--- src/rtl/bin_to_bcd_display_pkg.sv ---
// Shared types and constants for the binary-to-BCD display feeder.
// Imported by the converter top and its add-3 correction stage.
package bin_to_bcd_display_pkg;

  typedef enum logic [1:0] {
    IDLE,
    SHIFT,
    DONE
  } state_e;

  localparam int BCD_DIGITS  = 4;
  localparam int BCD_W       = 16;
  localparam int SAT_VAL_DEF = 9999;

endpackage

--- src/rtl/bcd_add3_step.sv ---
// Double-dabble correction: every nibble >= 5 gets +3, no inter-nibble carry.
// Applied to the BCD accumulator before each left shift.
module bcd_add3_step
  import bin_to_bcd_display_pkg::*;
(
  input  logic [BCD_W-1:0] bcd_i,
  output logic [BCD_W-1:0] bcd_o
);

  always_comb begin
    bcd_o = bcd_i;
    for (int i = 0; i < BCD_DIGITS; i++) begin
      if (bcd_i[4*i +: 4] >= 4'd5) begin
        bcd_o[4*i +: 4] = bcd_i[4*i +: 4] + 4'd3;
      end
    end
  end

endmodule

--- src/rtl/bin_to_bcd_display.sv ---
// Sequential double-dabble converter feeding the 4-digit display scanner.
// Saturates at SAT_VAL, one input bit per clock, registered outputs.
module bin_to_bcd_display
  import bin_to_bcd_display_pkg::*;
#(
  parameter int IN_W    = 14,
  parameter int SAT_VAL = SAT_VAL_DEF
) (
  input  logic             clk,
  input  logic             rst_n,
  input  logic             in_valid,
  input  logic [IN_W-1:0]  in_data,
  output logic             in_ready,
  output logic [BCD_W-1:0] display_value,
  output logic             done,
  output logic             ovf
);

  localparam int CNT_W = $clog2(IN_W + 1);
  localparam int CMP_W = (IN_W > 14) ? IN_W : 14;
  localparam logic [CMP_W-1:0] SAT_C = CMP_W'(SAT_VAL);
  localparam logic [CNT_W-1:0] CNT_LOAD = CNT_W'(IN_W);

  state_e state_q, state_d;
  logic [IN_W-1:0]  bin_q, bin_d;
  logic [BCD_W-1:0] bcd_q, bcd_d, bcd_adj;
  logic [CNT_W-1:0] cnt_q, cnt_d;
  logic             ovf_pend_q, ovf_pend_d;
  logic [BCD_W-1:0] disp_q, disp_d;
  logic             done_q, done_d;
  logic             ovf_q, ovf_d;
  logic             sat_hit;

  // Compare in a width that always holds SAT_VAL, so no bits are truncated.
  assign sat_hit = CMP_W'(in_data) > SAT_C;

  bcd_add3_step u_add3 (
    .bcd_i (bcd_q),
    .bcd_o (bcd_adj)
  );

  always_comb begin
    state_d    = state_q;
    bin_d      = bin_q;
    bcd_d      = bcd_q;
    cnt_d      = cnt_q;
    ovf_pend_d = ovf_pend_q;
    disp_d     = disp_q;
    ovf_d      = ovf_q;
    done_d     = 1'b0;
    unique case (state_q)
      IDLE: begin
        if (in_valid) begin
          bin_d      = sat_hit ? SAT_C[IN_W-1:0] : in_data;
          ovf_pend_d = sat_hit;
          bcd_d      = '0;
          cnt_d      = CNT_LOAD;
          state_d    = SHIFT;
        end
      end
      SHIFT: begin
        bcd_d = {bcd_adj[BCD_W-2:0], bin_q[IN_W-1]};
        bin_d = bin_q << 1;
        cnt_d = cnt_q - CNT_W'(1);
        if (cnt_q == CNT_W'(1)) begin
          state_d = DONE;
        end
      end
      DONE: begin
        disp_d  = bcd_q;
        ovf_d   = ovf_pend_q;
        done_d  = 1'b1;
        state_d = IDLE;
      end
      default: state_d = IDLE;
    endcase
  end

  always_ff @(posedge clk or negedge rst_n) begin
    if (!rst_n) begin
      state_q    <= IDLE;
      bin_q      <= '0;
      bcd_q      <= '0;
      cnt_q      <= '0;
      ovf_pend_q <= 1'b0;
      disp_q     <= '0;
      done_q     <= 1'b0;
      ovf_q      <= 1'b0;
    end else begin
      state_q    <= state_d;
      bin_q      <= bin_d;
      bcd_q      <= bcd_d;
      cnt_q      <= cnt_d;
      ovf_pend_q <= ovf_pend_d;
      disp_q     <= disp_d;
      done_q     <= done_d;
      ovf_q      <= ovf_d;
    end
  end

  assign in_ready      = (state_q == IDLE);
  assign display_value = disp_q;
  assign done          = done_q;
  assign ovf           = ovf_q;

endmodule

--- config.mk ---
export PLATFORM = sky130hd
export DESIGN_NAME = bin_to_bcd_display
export DESIGN_NICKNAME = d
export VERILOG_FILES = /design/src/rtl/bin_to_bcd_display_pkg.sv /design/src/rtl/bcd_add3_step.sv /design/src/rtl/bin_to_bcd_display.sv
export SDC_FILE = /design/constraint.sdc
export NUM_CORES = 1
export LEC_CHECK = 0
export ABC_AREA = 1
export BUFFER_PORTS_ARGS = -buffer_cell sky130_fd_sc_hd__clkbuf_2
export CAP_MARGIN = 25
export CORE_MARGIN = 2
export CORE_UTILIZATION = 45
export CTS_CLUSTER_DIAMETER = 150
export CTS_CLUSTER_SIZE = 28
export DETAILED_ROUTE_END_ITERATION = 10
export GPL_TIMING_DRIVEN = 1
export PLACE_DENSITY_LB_ADDON = 0.08
export SYNTH_ARGS = -nofsm -noshare
export SYNTH_HDL_FRONTEND = slang
export SYNTH_HIERARCHICAL = 1
export SYNTH_SLANG_ARGS = --single-unit
--- constraint.sdc ---
create_clock -name clk -period 1.5 [get_ports clk]
set_input_delay 0.225 -clock clk [delete_from_list [all_inputs] [get_ports clk]]
set_output_delay 0.225 -clock clk [all_outputs]
set_load 0.02 [all_outputs]
* Word level (Yosys, flattened, before mapping) *
Index checks and enable logic that the tools add are counted.

storage, ports and cells
  register bits = 55
  input port bits = 17
  output and inout bits = 19
  word-level logic and storage cells = 43

cells by class
  add/sub/neg operators = 5
  magnitude comparators = 5
  equality and inequality tests = 5
  mux-type cells = 15
  reduce and logical (&&, ||, !) cells = 5

operators by type and width
  operator              count
  $pmux 16 s2           1
  $mux 14               2
  $pmux 14 s2           1
  $ge 4x3->1 const B    4
  $mux 16               1
  $mux 4                4
  $gt 14x14->1 const B  1
  $add 4x2->4 const B   3
  $pmux 4 s2            1
  $reduce_and 2->1      3
  $eq 4x1->1 const B    1
  $mux 2                2
  $ne 2x2->1 const B    2
  $pmux 2 s2            1
  $sub 4x1->4 const B   1
  $add 3x2->3 const B   1
  $mux 3                1
  $eq 2x1->1 const B    1
  $eq 2x2->1 const B    1
  $logic_not 2->1       1
  $reduce_bool 2->1     1
  $mux 1                1

* Longest topological paths before layout *
  word-level depth = 4
  depth in mapped cells = 9
  mapped depth without buffers = 9

* Modules after synthesis *
Netlist, hierarchy kept.

by module, submodules not included
  module              instances  cells an instance  area an instance (um2)  sequential area each (um2)
  bin_to_bcd_display  1          264                2363.5                  1376.3
  bcd_add3_step       1          88                 490.5                   0.0

* Least setup slack after synthesis *
OpenSTA, ideal clock, no wires.

  path type = reg-to-reg
  from = reg state_q[0]
  to = reg bin_q[4]
  setup time = 0.119 ns
  arrival time = 1.194 ns
  required time = 1.381 ns
  slack = 0.187 ns
  cell stages (with the launch flop) = 8
  buffers on the path = 1
  clock period less this slack = 1.313 ns
  cells stage by stage = dfrtp_1 nor2_2 nand2_2 inv_2 nor2_8 buf_6 a21boi_1 nand2_1

between the ends
  longest elaborated chain between the ends = 3
  elaborated cells on any way between the ends = 6
  classes of those cells = eq/ne (2); mux (1); reduce/logical (3)

RTL lines
  item                                                              line                      RTL
  start, declared                                                   bin_to_bcd_display.sv:24  state_e state_q, state_d;
  start signal, assigned                                            bin_to_bcd_display.sv:90  state_q <= state_d;
  $logic_not 2->1 (*)                                               n/a
  net in_ready                                                      bin_to_bcd_display.sv:13  output logic in_ready,
  $ne 2x2->1 (no source line) or $reduce_bool 2->1 (tied branches)  n/a
  $reduce_and 2->1 (no source line)                                 n/a
  end signal, assigned                                              bin_to_bcd_display.sv:91  bin_q <= bin_d;
  end, declared                                                     bin_to_bcd_display.sv:25  logic [IN_W-1:0] bin_q, bin_d;

Mark *: on every way through the listed nets, which the timed path passes. The rest lies on a longest branch.
A chain may end at the register's enable or synchronous reset.

* Final worst setup path *
  from = reg bcd_q[8]
  to = reg bcd_q[10]

between the ends
  longest elaborated chain between the ends = 3
  elaborated cells on any way between the ends = 4
  classes of those cells = add/sub (1); order compare (1); mux (2)

RTL lines
  item                                       line                                      RTL
  start, declared                            bin_to_bcd_display.sv:26                  logic [BCD_W-1:0] bcd_q, bcd_d, bcd_adj;
  start signal, assigned                     bin_to_bcd_display.sv:83                  bcd_q <= '0;
  start signal, assigned                     bin_to_bcd_display.sv:92                  bcd_q <= bcd_d;
  $add 4x2->4 or $ge 4x3->1 (tied branches)  bcd_add3_step.sv:14, bcd_add3_step.sv:13
  $mux 4 (*)                                 bcd_add3_step.sv:13                       if (bcd_i[4*i +: 4] >= 4'd5) begin
  net bcd_adj[9]                             bin_to_bcd_display.sv:26
  $pmux 16 s2 (*)                            bin_to_bcd_display.sv:51                  unique case (state_q)

Marks and branches as above.

==> results_dict.tcl <==
set metrics [dict create \
    nets 420 \
    setup_viol 0 \
    dpl.hpwl_um 3800 \
    die_h_um 83.4 \
    utilization 0.539 \
    path_cells "buf_4 > ha_1 > o21ai_2 > nand2_1 > nand2_1 > nand2_1 > nand2_1 > o21ai_2" \
    crit_fanout 4 \
    area_delta_synth_final_pct 14.0 \
    mappedNetlistArea_mm2 0.00284 \
    wl_per_cell_um 11.4 \
    die_area_mm2 0.00695 \
    cts_buffers 5 \
    dp_cells 457 \
    routed_wl_um 5360 \
    globalRouteMet1Util 0.254 \
    status "completed" \
    met2_usage 0.255 \
    cap_viol_max_count 0 \
    dpl_worst_slack_ns 0.172 \
    fmax_mhz 720 \
    antenna_found_initial 0 \
    p_leak_nw 1.69 \
    power_frac_comb 0.508 \
    die_w_um 83.4 \
    crit_type "reg2reg" \
    hold_path_class "in2reg" \
    cts_sinks 55 \
    finalHoldViolations 0 \
    vias_per_cell 4.73 \
    diodes 0 \
    io_buffers 35 \
    detail-route-antenna-nets 0 \
    power_frac_clock 0.115 \
    globalRoute.totalOverflow 0 \
    top_usage_layer "met2" \
    clk_latency_ns 0.30 \
    layout-drive-gt1-share 0.221 \
    stdcell_count 469 \
    sw_frac_of_total 0.447 \
    cp-end-kind "register" \
    power_mw 6.95 \
    relSlewSlack 0.796 \
    clkSlewWorstSetupHoldPaths_ns 0.10 \
    synth_fp_nets 375 \
    peakVddDrop_uv 938 \
    intPower_mw 3.84 \
    final.setup_skew_ns 0.00653 \
    io_pins 36 \
    drt-initial-drc-count 69 \
    core-area_mm2 0.00599 \
    initial_core_util 0.473 \
    slew_viol_final 0 \
    drc 0 \
    cts_tree "done" \
    sequentialPowerShare 0.377 \
    max_stage_delay_ns 0.44 \
    tightest_slew_ns 0.306 \
    grt_pass1_vias 2119 \
    rows 28 \
    use_met3 0.0338 \
    fin_crit_sh 0.926 \
    grt_pass1_wl_um 9860 \
    slowest_stage "dfrtp_2" \
    synth_cells 348 \
    grtUsageTotal 0.171 \
    vias 2219 \
    setup_tns_ns 0 \
    switchingPower_mw 3.11 \
    cts_max_level 2 \
    p_per_area_mw_per_mm2 2150 \
    grt_max_degree 56 \
    min_period_ns 1.39 \
    first_pass_iters 4 \
    worst-endpoint-arrival_ns 1.59 \
    ys.warnings.count 6 \
    root_buffer "clkbuf_8" \
    cp.required_ns 1.70 \
    clockBufferDepth 2 \
    path_delay_family "flip-flops" \
    cp-start-kind "register" \
    syn_avg_cell_area_um2 8.15 \
    worst_slack_ns 0.111 \
    gp_congestion 0.759 \
    worst-path-buf-inv 1 \
    path_common_cell "nand2_1" \
]
final timing paths:
path | from | endpoint | slack [ns] | cells after the start
min | in_data[0] | bin_q[0] | 0.14 | 3
max reg2reg | bcd_q[8] | bcd_q[10] | 0.11 | 8
max in group asynchronous | rst_n | bcd_q[8] | 0.79 | 3
min in group asynchronous | rst_n | ovf | 0.45 | 3
max | bcd_q[8] | bcd_q[10] | 0.11 | 8
min reg2reg | display_value[2] | display_value[2] | 0.49 | 2
sequential cells by signal (all words and copies together) (netlist names):
register,count
ovf,1
bin_q,14
ovf_pend_q,1
cnt_q,4
bcd_q,16
display_value,16
state_q,2
done,1
power groups by stage:
stage	clock [mW]	sequential (mW)	combinational, mW
after floorplan	0	2.80	2.53
after global placement	0	2.65	3.45
after detailed placement	0	2.66	3.51
after CTS	0.841	2.63	3.53
after global routing	0.898	2.73	4.10
final	0.800	2.62	3.53
stage by stage:
stage	hold WS, ns	instance area, µm²
2_1_floorplan	-0.0706	2840
3_3_place_gp	0.254	3110
3_5_place_dp	0.252	3110
4_1_cts	0.131	3210
5_1_grt	0.156	3230
6_report	0.140	3230
repair_timing:
action                     in CTS  in global routing
setup buffers                   0                  3
gates resized for setup         0                  2
hold buffers                    1                  0
setup endpoints to repair       0                  2
hold endpoints to repair       55                  0
layout by cell type (no fill, tap or decap), types with 2 or more instances in the layout:
| cell type | instances |
|---|---|
| clkbuf_8 | 5 |
| o21ai_2 | 14 |
| a21boi_1 | 4 |
| nand2_2 | 3 |
| nand3_1 | 15 |
| nor2_1 | 33 |
| o21ai_0 | 36 |
| nand2_1 | 106 |
| a21oi_2 | 2 |
| nor2_4 | 4 |
| ha_1 | 10 |
| inv_2 | 5 |
| buf_4 | 11 |
| a21oi_1 | 5 |
| clkbuf_2 | 35 |
| dfrtp_1 | 54 |
| inv_1 | 40 |
tightest hold or removal path, stage by stage:
cell	delay, ns
clkbuf_2	0.08
nand2_1	0.04
nand3_1	0.06
per-layer routing:
metal,part of all wire,vias up
met3,0.033,7
met5,0,-
met1,0.53,999
met2,0.43,41
met4,0.011,0
li1,-,1172
final cells by class:
| cell class | instances | area [µm²] |
|---|---|---|
| clock buffers | 6 | 72.6 |
| clock inverters | 2 | 12.5 |
| fillers | 587 | 2760 |
| inverters | 46 | 175 |
| multi-input cells | 237 | 1210 |
| flip-flops and latches | 55 | 1380 |
| well taps | 75 | 93.8 |
| repair buffers | 48 | 288 |
Power figures use the tool's default switching activity.
